[config.mk]
export PLATFORM = sky130hd
export DESIGN_NAME = pipe_ctrl
export DESIGN_NICKNAME = d
export VERILOG_FILES = /design/src/rtl/pipe_ctrl_pkg.sv /design/src/rtl/pipe_ctrl_sat_counter.sv /design/src/rtl/pipe_ctrl.sv
export SDC_FILE = /design/constraint.sdc
export NUM_CORES = 1
export LEC_CHECK = 0
export ABC_AREA = 1
export BUFFER_PORTS_ARGS = -buffer_cell sky130_fd_sc_hd__buf_2
export CAP_MARGIN = 25
export CORE_MARGIN = 5
export CORE_UTILIZATION = 42
export CTS_BUF_LIST = sky130_fd_sc_hd__clkbuf_4
export DETAILED_ROUTE_END_ITERATION = 10
export PLACE_DENSITY = 0.65
export SLEW_MARGIN = 10
export SYNTH_ARGS = -nofsm -noshare
export SYNTH_HDL_FRONTEND = slang
export SYNTH_SLANG_ARGS = --single-unit
[constraint.sdc]
create_clock -name clk -period 2.34 [get_ports clk]
set_input_delay 0.117 -clock clk [delete_from_list [all_inputs] [get_ports clk]]
set_output_delay 0.117 -clock clk [all_outputs]
set_load 0.02 [all_outputs]
[src/rtl/pipe_ctrl_pkg.sv]
// Shared encodings for the pipeline controller: PC-control FSM states,
// the existing NPC select codes, and the per-cycle pipeline control bundle.
package pipe_ctrl_pkg;

  typedef enum logic [1:0] {
    PC_RUN    = 2'd0,
    PC_HOLD   = 2'd1,
    PC_REPLAY = 2'd2
  } pc_state_e;

  localparam logic [1:0] NPC_PLUS4  = 2'd0;
  localparam logic [1:0] NPC_BRANCH = 2'd1;
  localparam logic [1:0] NPC_JUMP   = 2'd2;
  localparam logic [1:0] NPC_JALR   = 2'd3;

  typedef struct packed {
    logic pc_en;
    logic pc_sel;
    logic if_id_en;
    logic if_id_flush;
    logic id_ex_en;
    logic id_ex_flush;
    logic ex_mem_en;
    logic mem_wb_en;
  } pipe_ctl_t;

  localparam pipe_ctl_t CTL_FREEZE   = 8'b0000_0000;
  localparam pipe_ctl_t CTL_NORMAL   = 8'b1010_1011;
  localparam pipe_ctl_t CTL_STALL    = 8'b0000_1111;
  localparam pipe_ctl_t CTL_REDIRECT = 8'b1111_1111;

endpackage

[src/rtl/pipe_ctrl_sat_counter.sv]
// Saturating event counter: increments on inc, sticks at all-ones instead of wrapping.
module sat_counter #(
  parameter int CNT_W = 32
) (
  input  logic             clk,
  input  logic             rstn,
  input  logic             inc,
  output logic [CNT_W-1:0] count
);

  logic [CNT_W-1:0] cnt_q;
  logic [CNT_W-1:0] cnt_d;

  always_comb begin
    cnt_d = cnt_q;
    if (inc && (cnt_q != {CNT_W{1'b1}})) begin
      cnt_d = cnt_q + CNT_W'(1);
    end
  end

  always_ff @(posedge clk or negedge rstn) begin
    if (!rstn) begin
      cnt_q <= '0;
    end else begin
      cnt_q <= cnt_d;
    end
  end

  assign count = cnt_q;

endmodule

[src/rtl/pipe_ctrl.sv]
// Pipeline controller for the 5-stage core: turns stall/redirect/memory-hold into
// PC and pipeline-register enables/flushes, replays redirects lost to a hold.
module pipe_ctrl
  import pipe_ctrl_pkg::*;
#(
  parameter int XLEN      = 32,
  parameter int CNT_W     = 32,
  parameter int MAX_STALL = 8
) (
  input  logic            clk,
  input  logic            rstn,
  input  logic            stall_req,
  input  logic            redirect,
  input  logic [XLEN-1:0] redirect_pc,
  input  logic            ext_hold,
  output logic            pc_en,
  output logic            pc_sel,
  output logic [XLEN-1:0] npc_out,
  output logic            if_id_en,
  output logic            if_id_flush,
  output logic            id_ex_en,
  output logic            id_ex_flush,
  output logic            ex_mem_en,
  output logic            mem_wb_en,
  output logic            stall_timeout,
  output logic [CNT_W-1:0] stall_cnt,
  output logic [CNT_W-1:0] flush_cnt,
  output logic [CNT_W-1:0] hold_cnt,
  output logic [1:0]      state_dbg
);

  localparam int RUN_W = $clog2(MAX_STALL + 2);
  localparam logic [RUN_W-1:0] RUN_MAX = RUN_W'(MAX_STALL + 1);

  pc_state_e        state_q, state_d;
  logic             pend_vld_q, pend_vld_d;
  logic [XLEN-1:0]  pend_pc_q, pend_pc_d;
  logic [RUN_W-1:0] stall_run_q, stall_run_d;
  logic             stall_timeout_q, stall_timeout_d;

  pipe_ctl_t        ctl;
  logic [XLEN-1:0]  npc;
  logic             do_stall;
  logic             do_redirect;

  // State register: state_q records the mode the previous cycle ran in.
  always_ff @(posedge clk or negedge rstn) begin
    if (!rstn) begin
      state_q         <= PC_RUN;
      pend_vld_q      <= 1'b0;
      pend_pc_q       <= '0;
      stall_run_q     <= '0;
      stall_timeout_q <= 1'b0;
    end else begin
      state_q         <= state_d;
      pend_vld_q      <= pend_vld_d;
      pend_pc_q       <= pend_pc_d;
      stall_run_q     <= stall_run_d;
      stall_timeout_q <= stall_timeout_d;
    end
  end

  // state_d is the mode of the current cycle; the first un-held cycle after a
  // hold with a latched redirect is the replay cycle.
  always_comb begin
    state_d = PC_RUN;
    if (ext_hold) begin
      state_d = PC_HOLD;
    end else if ((state_q == PC_HOLD) && pend_vld_q) begin
      state_d = PC_REPLAY;
    end
  end

  always_comb begin
    ctl         = CTL_FREEZE;
    npc         = '0;
    do_stall    = 1'b0;
    do_redirect = 1'b0;
    if (rstn) begin
      case (state_d)
        PC_HOLD: begin
          ctl = CTL_FREEZE;
        end
        PC_REPLAY: begin
          ctl         = CTL_REDIRECT;
          npc         = pend_pc_q;
          do_redirect = 1'b1;
        end
        default: begin
          // A redirect squashes the instruction that asked to stall.
          if (redirect) begin
            ctl         = CTL_REDIRECT;
            npc         = redirect_pc;
            do_redirect = 1'b1;
          end else if (stall_req) begin
            ctl      = CTL_STALL;
            do_stall = 1'b1;
          end else begin
            ctl = CTL_NORMAL;
          end
        end
      endcase
    end
  end

  always_comb begin
    pend_vld_d = pend_vld_q;
    pend_pc_d  = pend_pc_q;
    if (ext_hold && redirect) begin
      pend_vld_d = 1'b1;
      pend_pc_d  = redirect_pc;
    end else if (state_d == PC_REPLAY) begin
      pend_vld_d = 1'b0;
    end
  end

  // Watchdog: hold cycles neither advance nor break a stall run.
  always_comb begin
    stall_run_d = stall_run_q;
    if (do_stall) begin
      if (stall_run_q != RUN_MAX) begin
        stall_run_d = stall_run_q + RUN_W'(1);
      end
    end else if (state_d != PC_HOLD) begin
      stall_run_d = '0;
    end
    stall_timeout_d = stall_timeout_q | (stall_run_d == RUN_MAX);
  end

  sat_counter #(.CNT_W(CNT_W)) u_stall_cnt (
    .clk   (clk),
    .rstn  (rstn),
    .inc   (do_stall),
    .count (stall_cnt)
  );

  sat_counter #(.CNT_W(CNT_W)) u_flush_cnt (
    .clk   (clk),
    .rstn  (rstn),
    .inc   (do_redirect),
    .count (flush_cnt)
  );

  sat_counter #(.CNT_W(CNT_W)) u_hold_cnt (
    .clk   (clk),
    .rstn  (rstn),
    .inc   (ext_hold),
    .count (hold_cnt)
  );

  assign pc_en         = ctl.pc_en;
  assign pc_sel        = ctl.pc_sel;
  assign if_id_en      = ctl.if_id_en;
  assign if_id_flush   = ctl.if_id_flush;
  assign id_ex_en      = ctl.id_ex_en;
  assign id_ex_flush   = ctl.id_ex_flush;
  assign ex_mem_en     = ctl.ex_mem_en;
  assign mem_wb_en     = ctl.mem_wb_en;
  assign npc_out       = npc;
  assign stall_timeout = stall_timeout_q;
  assign state_dbg     = state_d;

endmodule

== Yosys cells after proc, flatten, opt, wreduce, memory -nomap -nowiden ==
Cells that the tools add are included.

* Bits in registers: 136
* Input port bits: 37
* Output and inout port bits: 139
* Logic and storage cells: 50

* Add/sub/neg operators: 4
* Equal/unequal tests: 9
* Multiplexer cells: 21
* Bitwise gates (word level): 1
* Reductions and logical operators: 7

{| class="wikitable"
|+ Operator list
! cell !! number
|-
| 32-bit by 1-bit adder with 32-bit output (second input constant) || 3
|-
| 32-bit != test (second input constant) || 3
|-
| 32-bit 2-to-1 mux || 2
|-
| 32-bit one-hot mux with 2 select lines || 1
|-
| 8-bit 2-to-1 mux || 3
|-
| 8-bit one-hot mux with 2 select lines || 1
|-
| 4-bit 2-to-1 mux || 3
|-
| 1-bit 2-to-1 mux || 8
|-
| 1-bit logical AND || 5
|-
| 4-bit by 1-bit adder with 4-bit output (second input constant) || 1
|-
| 2-bit by 1-bit == test with 1-bit output (second input constant) || 2
|-
| 4-bit == test (second input constant) || 1
|-
| 2-bit 2-to-1 mux || 2
|-
| 4-bit != test (second input constant) || 1
|-
| 2-bit == test (second input constant) || 1
|-
| 2-bit by 1-bit != test with 1-bit output (second input constant) || 1
|-
| 1-bit one-hot mux with 2 select lines || 1
|-
| 2-bit nonzero test || 1
|-
| 2-bit OR reduction || 1
|-
| 1-bit OR || 1
|}

== Longest topological paths before layout ==
* Depth in word-level cells: 11
* Gate-level depth with buffers: 12
* Mapped depth without buffers: 11

== Cells and area by module ==
From an unflattened synthesis, not the netlist that was laid out.

* Cells, all modules: 1240
* Area, all modules: 9136.3 sq um

{| class="wikitable"
|+ Modules (own cells, without submodules)
! module !! times used !! cells an instance !! area each (sq um) !! sequential area each (sq um)
|-
| sat_counter || 3 || 333 || 2190.9 || 800.8
|-
| pipe_ctrl || 1 || 241 || 2563.7 || 1001.0
|}

== Worst setup path before layout ==
No wires, ideal clock.

* Path type: register -> register
* Start point: register u_stall_cnt.cnt_q[0], in the netlist u_stall_cnt.count[0]
* End point: register u_stall_cnt.cnt_q[10], in the netlist u_stall_cnt.count[10]
* Library setup time: 0.117 ns
* Arrival time: 1.674 ns
* Required time: 2.223 ns
* Setup slack: 0.550 ns
* Stages on the path, launching flop included: 12
* Period minus slack after synthesis: 1.790 ns
* Cells stage by stage: dfrtp_1 -> ha_1 -> inv_2 -> nor2_8 -> nand2_4 -> nor2_4 -> nand3_2 -> nand2_4 -> inv_4 -> buf_6 -> nand2_1 -> nand2_1

* Word-level cells in the longest chain between the ends: 2
* Elaborated cells on any way between the ends: 3
* Those cells by class: 1 x add/sub; 1 x eq/ne; 1 x reduce/logical

{| class="wikitable"
|+ Ends and longest elaborated chain
! element !! line !! source
|-
| start, declared || pipe_ctrl_sat_counter.sv:11 || <nowiki>logic [CNT_W-1:0] cnt_q;</nowiki>
|-
| start signal, assigned || pipe_ctrl_sat_counter.sv:25 || <nowiki>cnt_q <= cnt_d;</nowiki>
|-
| parallel branches: the longest is 2 deep, another holds 32-bit by 1-bit adder with 32-bit output || - ||
|}

Parallel ways; which one is timed is not known.
A chain may end at the register's enable or synchronous reset.

== Worst setup path after layout ==
* Start point: register state_q[1]
* End point: output npc_out[19]

* Word-level cells in the longest chain between the ends: 7
* Elaborated cells on any way between the ends: 8
* Those cells by class: 3 x eq/ne; 4 x mux; 1 x reduce/logical

{| class="wikitable"
|+ Ends and longest elaborated chain
! element !! line !! source
|-
| start, declared || pipe_ctrl.sv:35 || <nowiki>pc_state_e state_q, state_d;</nowiki>
|-
| start signal, assigned || pipe_ctrl.sv:55 || <nowiki>state_q <= state_d;</nowiki>
|-
| 2-bit by 1-bit == test with 1-bit output (*) || pipe_ctrl.sv:69 || <nowiki>end else if ((state_q == PC_HOLD) && pend_vld_q) begin</nowiki>
|-
| 1-bit logical AND (*) || pipe_ctrl.sv:69 ||
|-
| 2-bit 2-to-1 mux (*) || pipe_ctrl.sv:69 ||
|-
| 2-bit 2-to-1 mux (*) || pipe_ctrl.sv:67 || <nowiki>if (ext_hold) begin</nowiki>
|-
| 2-bit == test / 2-bit by 1-bit == test with 1-bit output (equally long branches) || pipe_ctrl.sv:80 || <nowiki>case (state_d)</nowiki>
|-
| 32-bit one-hot mux with 2 select lines (*) || pipe_ctrl.sv:80 ||
|-
| 32-bit 2-to-1 mux (*) || pipe_ctrl.sv:79 || <nowiki>if (rstn) begin</nowiki>
|-
| end, declared || pipe_ctrl.sv:18 || <nowiki>output logic [XLEN-1:0] npc_out,</nowiki>
|}

Mark *: on every way between the ends. The rest lies on a longest branch, timed or not.

==> results by group <==
Run status
  • Status: completed

Power
  • Pint: 0.003780 W
  • Clock share of power: 30.4%
  • VDD IR-drop max: 0.0002583 V
  • Pwr per Cell Area: 555.6 mW/mm^2
  • Reg power frac: 48.3%
  • Pleak: 5.119 nW
  • Switching Fraction: 34.20%
  • P_sw: 0.001965 W
  • Total power: 0.005745 W
  • Logic pwr share: 21.2%

Synth
  • Warnings from Yosys: 0
  • Area contributors post-synth: dfrtp_1 (40%), nand2_1 (27%), nor2_1 (7.2%), mux2_2 (4.3%), nand3b_1 (3.6%)
  • Leading area contributor after synthesis: dfrtp_1
  • Post-Syn Area: 0.008467 mm^2
  • Sequential area share after synthesis: 40.20%
  • Yosys cell types: 32
  • Post-Synthesis Cells: 1213
  • Syn nets: 1255
  • Post-synthesis register bit count: 136
  • Syn Area/Cell: 6.980 um^2
  • Share of the synthesized area in the top cell type: 40.20%

GRT
  • Global-route wire length before repair: 40110 um
  • Vias in the first global route: 8128
  • Grt total ovfl: 0
  • Tot GR Track Use: 20.56%
  • Initial antenna violation count: 0
  • Pin count of the biggest net entering global routing: 69

Worst setup path
  • CP max FO: 21
  • Crit end category: output port
  • R2R Path Start: u_flush_cnt.count[1]
  • Crit path DAT: 2050 ps
  • FF-to-FF setup slack: 250 ps
  • Crit start category: register
  • CP required: 2220 ps
  • Crit Path Class: reg2out
  • R2R Path End: u_flush_cnt.count[3]
  • Reg2reg path depth: 9

Placement
  • Post-DP HPWL: 17220 um
  • Input/output buffers: 175
  • Placer Congestion: 0.8989
  • DP Area: 0.009615 mm^2

Floorplan
  • Initial core utilization: 42.25%
  • DIE AREA: 0.02310 mm^2
  • Core Footprint: 0.02004 mm^2
  • Row cnt: 52
  • Die Span Y: 152.0 um
  • Die W: 152.0 um
  • I/O pins: 176

CTS
  • Clock latency on the worst-skew pair: 580 ps
  • Clk buf depth: 2
  • Root buf cell: clkbuf_4
  • TritonCTS clock tree: done
  • Clk sinks: 136
  • Total clock buffers created by CTS: 17
  • Clock Pin Slew Worst Setup and Hold Paths: 110 ps
  • H-Tree Level Count: 4

Detailed routing
  • DRT Pass-1 Iters: 6
  • WL/cell: 13.81 um
  • Drt via density: 4.853
  • DRT iter0 DRCs: 451
  • Routed Antenna Nets: 0
  • DRC Markers: 0
  • Final Routed Wirelength: 23700 um
  • Vias: 8327

Hold path
  • Hold WC Path Type: in2reg
  • Worst hold path depth: 7
  • Worst hold start: stall_req
  • Hold Path Sink: stall_run_q[0]

Timing
  • Final setup fails: 0
  • Crit share post-route: 92.68%
  • Fmax: 0.4611 GHz
  • Relative slew slack: 39.04%
  • Fin. Hold Viols: 0
  • Hold_ws: 77.65 ps
  • Least-Margin Pin Slew: 914.4 ps
  • Pins Over Slew Limit: 0
  • RSZ-0062 raised after global routing: no
  • Worst Skew: 26.57 ps
  • Final Critical Period: 2169 ps
  • Post-Route Setup TNS: 0 ps

Final layout
  • Layout cells sized above 1: 20.26%
  • Nets: 1476
  • # diodes: 0
  • Final core occ: 51.60%
  • Area growth syn-to-layout: 22.12%
  • Final Instance Area: 0.01034 mm^2

Flow run
  • Max Cap Violations: 0
synth_stat cells:
cell type	instances
nor2_2	4
o21ai_0	14
nand4_1	2
a21oi_2	1
nand3_2	2
nor2_4	8
nor2_1	162
xor2_2	1
inv_2	4
inv_1	49
buf_6	8
nand2_1	602
nor3_1	1
buf_4	10
and2_1	1
o22ai_1	4
nor2_8	1
xnor2_1	18
nand2_4	2
nand3b_1	41
a21oi_1	29
nand2_2	7
xor2_1	21
o21ai_4	1
nand3_1	22
ha_1	5
dfrtp_1	136
inv_4	1
o21ai_1	10
buf_2	11
clkbuf_1	3
mux2_2	32
layout by cell type, fill, tap and decap left out, types with 21 or more instances in the layout:
| master | netlist | final |
|---|---|---|
| nand2_1 | 602 | 602 |
| buf_2 | 11 | 174 |
| nor2_1 | 162 | 162 |
| dfrtp_1 | 136 | 136 |
| inv_1 | 49 | 49 |
| nand3b_1 | 41 | 41 |
| dlygate4sd3_1 | 0 | 36 |
| mux2_2 | 32 | 32 |
| a21oi_1 | 29 | 29 |
| nand3_1 | 22 | 22 |
| xor2_1 | 21 | 21 |
state kept, by name, indices dropped and copies added (netlist names):
signal and cells:
u_flush_cnt.count 32, stall_timeout 1, u_stall_cnt.count 32, u_hold_cnt.count 32, stall_run_q 4, pend_pc_q 32, state_q 2, pend_vld_q 1
how the worst max path moves through the flow:
stage | start | endpoint | cells after the start
3_3_place_gp | u_flush_cnt.count[0] | u_flush_cnt.count[5] | 9
5_1_grt | state_q[1] | npc_out[27] | 8
2_1_floorplan | u_stall_cnt.count[0] | u_stall_cnt.count[10] | 11
3_5_place_dp | u_flush_cnt.count[0] | u_flush_cnt.count[8] | 9
6_report | state_q[1] | npc_out[19] | 8
4_1_cts | pend_vld_q | npc_out[19] | 7
worst max-delay path, cell delays in order, from the launching register on:
cell and delay, ps:
dfrtp_1 370, inv_1 60, nand3_2 70, buf_4 180
nor2_2 130, buf_6 220, nand2_1 90, a21oi_1 180
buf_2 200
layout make-up:
| type | instances | area (um^2) |
|---|---|---|
| timing repair buffer | 234 | 1455 |
| fill | 2044 | 9699 |
| clock inverter | 13 | 171.4 |
| clock buffer | 18 | 135.1 |
| sequential | 136 | 3403 |
| inverter | 54 | 205.2 |
| tap | 270 | 337.8 |
| multi-input combinational | 991 | 4632 |
through the flow:
step                      worst slack, ps  cells
after floorplan                     549.8   1213
after global placement              343.2   1644
after detailed placement            295.2   1644
after CTS                           27.44   1711
after global routing                45.62   1716
final                               171.3   1716
cells by family after synthesis:
logic type                 count (synthesis)  share of synthesized area [%]
AOI/OAI and AO/OA                         59                          3.724
adders and majority gates                  5                         0.7389
muxes                                     32                          4.256
buffers and inverters                     86                          5.157
and+or+nand+nor                          855                          41.70
DFF                                      136                          40.20
xor gates and xnor gates                  40                          4.226
layer usage:
layer / vias up / wire, um / track usage, %
met4: 0 / 590 / 6.807
met5: - / 0 / 0
met3: 49 / 1276 / 4.551
met1: 3844 / 10620 / 26.78
met2: 219 / 11210 / 34.10
li1: 4215 / - / -
power by group through the flow:
stage                     logic [W]  registers (W)  clock network, W
after floorplan            0.000637        0.00292                 0
after global placement      0.00115        0.00281                 0
after detailed placement    0.00117        0.00282                 0
after CTS                   0.00122        0.00277           0.00181
after global routing        0.00134        0.00282           0.00189
final                       0.00122        0.00278           0.00175
repair_timing:
| item | CTS | global route |
|---|---|---|
| hold buffers | 36 | 0 |
| hold endpoints to repair | 104 | 0 |
| endpoints found under the setup margin | 18 | 16 |
| pin swaps | 0 | 1 |
| resized for setup | 1 | 2 |
| setup buffers | 0 | 4 |
Note: power is estimated with default switching activity, not from simulation.
